<file path="src/rtl/hazard_stall_ctrl.sv">
// Pipeline stall/bubble controller: load-use hazards, multdiv freeze and frame-synchronised STALLOP.
// Optional stall-cycle performance counter is built when HAZARD_PERF_EN is defined.
module hazard_stall_ctrl #(
   parameter int unsigned LOAD_STALL_CYCLES = 1,
   parameter int unsigned WAIT_FRAMES       = 1,
   parameter int unsigned PERF_W            = 16
) (
   input  logic              clock,
   input  logic              reset,
   input  logic [31:0]       fd_ir,
   input  logic [31:0]       dx_ir,
   input  logic              pw_stall,
   input  logic              screen_end,
   output logic              stall,
   output logic              flush_dx,
   output logic              frame_wait,
   output logic [PERF_W-1:0] perf_stall_cnt
);

   localparam logic [4:0] OpLw    = 5'b01000;
   localparam logic [4:0] OpSw    = 5'b00111;
   localparam logic [4:0] OpBne   = 5'b00010;
   localparam logic [4:0] OpJr    = 5'b00100;
   localparam logic [4:0] OpBlt   = 5'b00110;
   localparam logic [4:0] OpBex   = 5'b10110;
   localparam logic [4:0] OpStall = 5'b11100;

   localparam int unsigned LdW = $clog2(LOAD_STALL_CYCLES + 1);
   localparam logic [LdW-1:0] LdReload = LdW'(LOAD_STALL_CYCLES - 1);

   typedef enum logic [1:0] {StIdle, StFrameWait, StRelease} frame_state_e;

   logic [4:0] fd_op, fd_rd, fd_rs, fd_rt, dx_op, dx_rd;
   logic [4:0] src_a, src_b;
   logic       hazard;
   logic       ld_active, ld_stall;
   logic [LdW-1:0] ld_cnt_q, ld_cnt_d;

   frame_state_e state_q, state_d;
   logic [7:0]   fcnt_q, fcnt_d;
   logic [8:0]   fcnt_sum;
   logic         se_q, rise, frame_stall;
   logic         unused_bits;

   assign fd_op = fd_ir[31:27];
   assign fd_rd = fd_ir[26:22];
   assign fd_rs = fd_ir[21:17];
   assign fd_rt = fd_ir[16:12];
   assign dx_op = dx_ir[31:27];
   assign dx_rd = dx_ir[26:22];
   assign unused_bits = ^{fd_ir[11:0], dx_ir[21:0]};

   // BEX tests r30; stores and branches read their second operand from the rd field.
   assign src_a = (fd_op == OpBex) ? 5'd30 : fd_rs;
   assign src_b = (fd_op == OpSw || fd_op == OpBne || fd_op == OpJr || fd_op == OpBlt) ?
                  fd_rd : fd_rt;

   assign hazard = (dx_op == OpLw) && (dx_rd != 5'd0) && (fd_op != OpStall) &&
                   ((src_a == dx_rd) || ((src_b == dx_rd) && (fd_op != OpSw)));

   assign ld_active = (ld_cnt_q != '0);
   assign ld_stall  = ld_active | hazard;

   always_comb begin
      ld_cnt_d = ld_cnt_q;
      if (!pw_stall) begin
         if (ld_active) begin
            ld_cnt_d = ld_cnt_q - LdW'(1);
         end else if (hazard) begin
            ld_cnt_d = LdReload;
         end
      end
   end

   assign rise     = screen_end & ~se_q;
   assign fcnt_sum = {1'b0, fcnt_q} + {8'b0, rise};

   always_comb begin
      state_d     = state_q;
      fcnt_d      = fcnt_q;
      frame_stall = 1'b0;
      unique case (state_q)
         StIdle: begin
            if (fd_op == OpStall) begin
               frame_stall = 1'b1;
               state_d     = StFrameWait;
               fcnt_d      = '0;
            end
         end
         StFrameWait: begin
            frame_stall = 1'b1;
            fcnt_d      = fcnt_sum[7:0];
            if (fcnt_sum == 9'(WAIT_FRAMES)) begin
               state_d = StRelease;
            end
         end
         StRelease: begin
            // STALLOP only leaves FD once nothing else holds the pipe.
            if (!(pw_stall || ld_stall)) begin
               state_d = StIdle;
            end
         end
         default: state_d = StIdle;
      endcase
   end

   always_ff @(posedge clock or negedge reset) begin
      if (!reset) begin
         ld_cnt_q <= '0;
         state_q  <= StIdle;
         fcnt_q   <= '0;
         se_q     <= 1'b0;
      end else begin
         ld_cnt_q <= ld_cnt_d;
         state_q  <= state_d;
         fcnt_q   <= fcnt_d;
         se_q     <= screen_end;
      end
   end

   // Combinational requests are masked so the outputs stay quiet throughout reset.
   assign stall      = reset & (pw_stall | ld_stall | frame_stall);
   assign flush_dx   = reset & ld_stall & ~pw_stall;
   assign frame_wait = reset & (state_q == StFrameWait);

`ifdef HAZARD_PERF_EN
   logic [PERF_W-1:0] perf_q;

   always_ff @(posedge clock or negedge reset) begin
      if (!reset) begin
         perf_q <= '0;
      end else if (stall && (perf_q != '1)) begin
         perf_q <= perf_q + 1'b1;
      end
   end

   assign perf_stall_cnt = perf_q;
`else
   assign perf_stall_cnt = '0;
`endif

endmodule

</file>
<file path="config.mk">
export PLATFORM = sky130hd
export DESIGN_NAME = hazard_stall_ctrl
export DESIGN_NICKNAME = d
export VERILOG_FILES = /design/src/rtl/hazard_stall_ctrl.sv
export SDC_FILE = /design/constraint.sdc
export NUM_CORES = 1
export LEC_CHECK = 0
export BUFFER_PORTS_ARGS = -buffer_cell sky130_fd_sc_hd__buf_2
export CORE_AREA = 2 2 59 61
export CTS_CLUSTER_SIZE = 24
export DETAILED_ROUTE_END_ITERATION = 10
export DIE_AREA = 0 0 61 63
export PLACE_DENSITY = 0.76
export SLEW_MARGIN = 20
export SYNTH_ARGS = -nofsm -noshare
export SYNTH_HDL_FRONTEND = slang
export SYNTH_SLANG_ARGS = --single-unit
</file>
<file path="constraint.sdc">
create_clock -name clock -period 2 [get_ports clock]
set_input_delay 0 -clock clock [delete_from_list [all_inputs] [get_ports clock]]
set_output_delay 0 -clock clock [all_outputs]
set_load 0.05 [all_outputs]
</file>
* After elaboration in Yosys (flattened, before gate mapping)
Index checks and enable logic that the tools add are counted.
** Cells by class
- Add/sub/neg operators :: 2
- Eq/ne operators :: 17
- Bitwise gates (word level) :: 10
- Muxes and demuxes :: 11
- Reductions and logical operators :: 14
- Shift operators :: 0
- Magnitude comparators :: 0
- Multiply operators :: 0
- Div/mod/pow operators :: 0
** Operators with widths (number)
- 8-bit case mux with 2 select lines :: 1
- 5-bit by 3-bit == test with 1-bit output, second input constant :: 3
- 5-bit == test :: 2
- 5-bit == test, second input constant :: 2
- 5-bit 2-to-1 mux :: 2
- 8-bit by 1-bit adder with 9-bit output :: 1
- 9-bit by 1-bit == test with 1-bit output, second input constant :: 1
- 8-bit 2-to-1 mux :: 1
- 2-bit 2-to-1 mux :: 3
- 2-bit != test, second input constant :: 3
- 2-bit case mux with 3 select lines :: 1
- 1-bit bitwise AND :: 5
- 5-bit by 2-bit == test with 1-bit output, second input constant :: 1
- 5-bit by 4-bit == test with 1-bit output, second input constant :: 1
- 1-bit logical OR :: 5
- 5-bit by 3-bit != test with 1-bit output, second input constant :: 1
- 5-bit != test, second input constant :: 1
- 5-bit nonzero test :: 1
- 1-bit logical AND :: 4
- 1-bit bitwise OR :: 3
- 3-bit AND reduction :: 1
- 2-bit by 1-bit == test with 1-bit output, second input constant :: 1
- 2-bit == test, second input constant :: 1
- 2-bit zero test :: 1
- other kinds (6) :: 8
** Storage, ports and cells
- Latch bits :: 0
- ROM bits :: 0
- Bits in writable memories :: 0
- Input port bits :: 68
- Register bits :: 12
- Logic and storage cells :: 58
- Memories :: 0

* Logic depth before layout (Yosys ltp)
- Depth in word-level cells :: 13
- Gate-level depth with buffers :: 8
- Mapped depth without buffers :: 8

* Worst setup path before layout
No wires, ideal clock.
- Path kind :: input port to output port
- Start point :: input port dx_ir[24]
- End point :: output port flush_dx
- Setup slack :: -0.139 ns
- Buffers on the path :: 1
- Data arrival time :: 2.139 ns
- Data required time :: 2.000 ns
- Stages on the path :: 7
- Cells stage by stage :: buf_6 -> xor2_1 -> o311ai_0 -> a21oi_1 -> nor4_2 -> a21oi_1 -> nor3_1
** On the way
- Cells in the longest elaborated chain, start to end :: 7
** RTL lines
- start, declared :: RTL line 11 : input logic [31:0] dx_ir,
- 5-bit == test or 5-bit nonzero test (tied branches) :: RTL line 59, 58
- 1-bit logical AND, on equally long branches :: RTL line 59, 58
- 1-bit logical OR or 1-bit logical AND (tied branches) :: RTL line 59, 58
- 1-bit logical AND * :: RTL line 58 : assign hazard = (dx_op == OpLw) && (dx_rd != 5'd0) && (fd_op != OpStall) &&
- 1-bit bitwise OR * :: RTL line 62 : assign ld_stall = ld_active | hazard;
- 1-bit bitwise AND * (2 in series) :: RTL line 123 : assign flush_dx = reset & ld_stall & ~pw_stall;
- end, declared :: RTL line 15 : output logic flush_dx,
Mark *: on every way between the ends. The rest lies on a longest branch, timed or not.

* Worst setup path after layout
- Start point :: input port dx_ir[24]
- End point :: output port stall
** On the way
- Cells in the longest elaborated chain, start to end :: 8
** RTL lines
- 5-bit == test or 5-bit nonzero test (tied branches) :: RTL line 59, 58
- 1-bit logical AND, on equally long branches :: RTL line 59, 58
- 1-bit logical OR or 1-bit logical AND (tied branches) :: RTL line 59, 58
- 1-bit logical AND * :: RTL line 58
- 1-bit bitwise OR * :: RTL line 62
- 1-bit bitwise OR * (2 in series) :: RTL line 122 : assign stall = reset & (pw_stall | ld_stall | frame_stall);
- 1-bit bitwise AND * :: RTL line 122
- end, declared :: RTL line 14 : output logic stall,
Marked as above.

==> impl_metrics.tcl <==
set metrics [dict create \
    status "complete, no violations" \
    slowest_stage "o311ai_0" \
    rows 21 \
    drive_gt1_share_pct 26.2 \
    wl_per_cell_um 11.3 \
    r2r_cells 7 \
    ys_warn_count 0 \
    fin_crit_sh_pct 88.0 \
    finalSetupTns_ns 0 \
    finalNetCount 262 \
    drc 0 \
    final_common_cell "buf_2" \
    h-tree-depth 1 \
    hpwl_um 2170 \
    max_stage_delay_ns 0.33 \
    slew_violations 0 \
    worstMarginPinSlew_ns 0.684 \
    mostFrequentLayoutCells "buf_2, conb_1, o21ai_0" \
    grt_max_degree 13 \
    hold-worst-slack_ns 0.0439 \
    cts.sinks 11 \
    syn_to_final_growth_pct 16.3 \
    reg2reg_slack_ns 0.43 \
    path_class "in2out" \
    synthFlopType "dfrtp_1" \
    die_area_um2 3840 \
    place_inst 231 \
    num_vias 1213 \
    grt_pass1_vias 1021 \
    antenna_found_initial 0 \
    fin_cells 237 \
    overflow 0 \
    insertion_delay_ns 0.27 \
    netlist_area_um2 1240 \
    leakage_nw 0.643 \
    grt_pass1_wl_um 4360 \
    synth-seq-area-share_pct 22.2 \
    worstPathRequired_ns 2.00 \
    r2r_end "fcnt_q[6]" \
    setup_viol 0 \
    fin_crit_ns 1.76 \
    die_w_um 61 \
    synth.distinct_cells 47 \
    fin_skew_ns 0.00465 \
    crit_chain "buf_2, xor2_1, o311ai_0, a21oi_1, nor4_2, a21oi_1, a31oi_1, buf_2" \
    ir_drop_uv 381 \
    clkTransAtPathRegs_ns 0.07 \
    crit_fanout 6 \
    portBuffers 36 \
    relSlewSlack_pct 54.3 \
    ys_async_sr_fraction_pct 100 \
    numCtsBuffers 3 \
    cap_violations 0 \
    hp-class "in2reg" \
    routed_via_density 5.12 \
    core_um2 3230 \
    routed_wirelength_um 2680 \
    crit_start "dx_ir[24]" \
    cp_data_arrival_time_ns 1.76 \
    max_freq_mhz 568 \
    cp-end-kind "output port" \
    drt_iter0_drc 46 \
    chipHeight_um 63 \
    place.gp.congestion 0.831 \
    syn_avg_cell_area_um2 8.17 \
    syn_inst 152 \
    worstSetupEndpoint "stall" \
    clockBufferDepth 2 \
    rsz0062_at_grt "false" \
    final_hold_viol_count 0 \
    power_density_nw_per_um2 617 \
    r2r_start "se_q" \
    synth_seq_cells 11 \
    antenna_left 0 \
    n_antenna_cell 0 \
    crit_path_start_kind "input pin" \
    drt_pass1_iterations 4 \
    synth_edf_count 0 \
    start_util_pct 38.4 \
    cts_tree "yes" \
    grt_usage_pct 14.5 \
    io-pin-count 87 \
    cts_root_buf "clkbuf_4" \
]
[how the worst min path moves through the flow]
stage	cells past startpoint	startpoint	endpoint
5_1_grt	3	pw_stall	state_q[1]
6_report	3	pw_stall	state_q[1]
4_1_cts	3	pw_stall	state_q[1]
3_3_place_gp	1	reset	fcnt_q[1]
2_1_floorplan	0	reset	fcnt_q[0]
3_5_place_dp	1	reset	fcnt_q[1]
[cells in the mapped netlist (4+ instances only)]
cell | number | area (um2)
nand2_1 | 12 | 45.0
nor2_1 | 10 | 37.5
nand2b_1 | 8 | 50.1
a32oi_1 | 4 | 35.0
and3_1 | 4 | 25.0
a21oi_1 | 4 | 20.0
o21ai_0 | 15 | 75.1
buf_4 | 16 | 120
xor2_1 | 6 | 52.6
dfrtp_1 | 11 | 275
nor2b_1 | 4 | 25.0
nand3_1 | 5 | 25.0
[final cells by class]
cell class | instances | area (um2)
Tap cell | 46 | 57.6
Clock buffer | 4 | 26.3
Inverter | 3 | 11.3
Timing Repair Buffer | 40 | 215
Multi-Input combinational cell | 133 | 860
Fill cell | 344 | 1790
Sequential cell | 11 | 275
[routing by layer]
layer  vias up  share of wire [%]  GRT usage [%]  routed length, um
met3         6                5.6           3.93                149
met1       560                 47           20.8               1270
li1        604                  -              -                  -
met2        43                 46           21.1               1220
met4         0                1.6           3.80                 44
met5         -                  0              0                  0
[kinds of logic (layout without fill, tap and decap cells)]
logic type | Yosys count | in the layout | share of synthesized area (%)
XOR/XNOR | 9 | 9 | 6.34
AO/OA/AOI/OAI | 42 | 42 | 24.6
AND/OR/NAND/NOR | 62 | 62 | 29.3
flip-flops | 11 | 11 | 22.2
buffers and inverters | 23 | 47 | 13.6
multiplexers | 2 | 2 | 1.71
adder cells (fa/ha/maj) | 2 | 2 | 2.01
other | 1 | 16 | 0.302
[per-stage QoR]
stage               util, %  instance area [um2]  setup slack (ns)  power [mW]
global placement       43.3                 1400             0.254       0.733
CTS                    44.7                 1450             0.257       0.894
floorplan                 -                 1300            0.0581       0.651
detailed placement     43.3                 1400             0.268       0.743
global route           44.7                 1450            0.0350       0.967
finish                 44.7                 1450             0.240       0.891
[repair_timing]
action	4_1_cts	5_1_grt
endpoints found under the hold margin	12	0
buffers inserted	0	0
hold buffers	2	0
gates resized for setup	0	0
[power breakdown]
part	leakage (nW)	switching, mW	internal [mW]	total (mW)
sequential	0.149	0.0341	0.259	0.293
combinational	0.479	0.295	0.153	0.449
clock	0.0150	0.0724	0.0772	0.150
[critical path: cells and delay by family]
kind,cells,cell delay (ns)
AOI/OAI and AO/OA,4,0.81
buffers and inverters,2,0.43
and+or+nand+nor,1,0.33
xor gates and xnor gates,1,0.18
[registers in the layout, summed over array words and instances (netlist names)]
name     flops
state_q      2
se_q         1
fcnt_q       8
(Power assumes the default switching activity.)
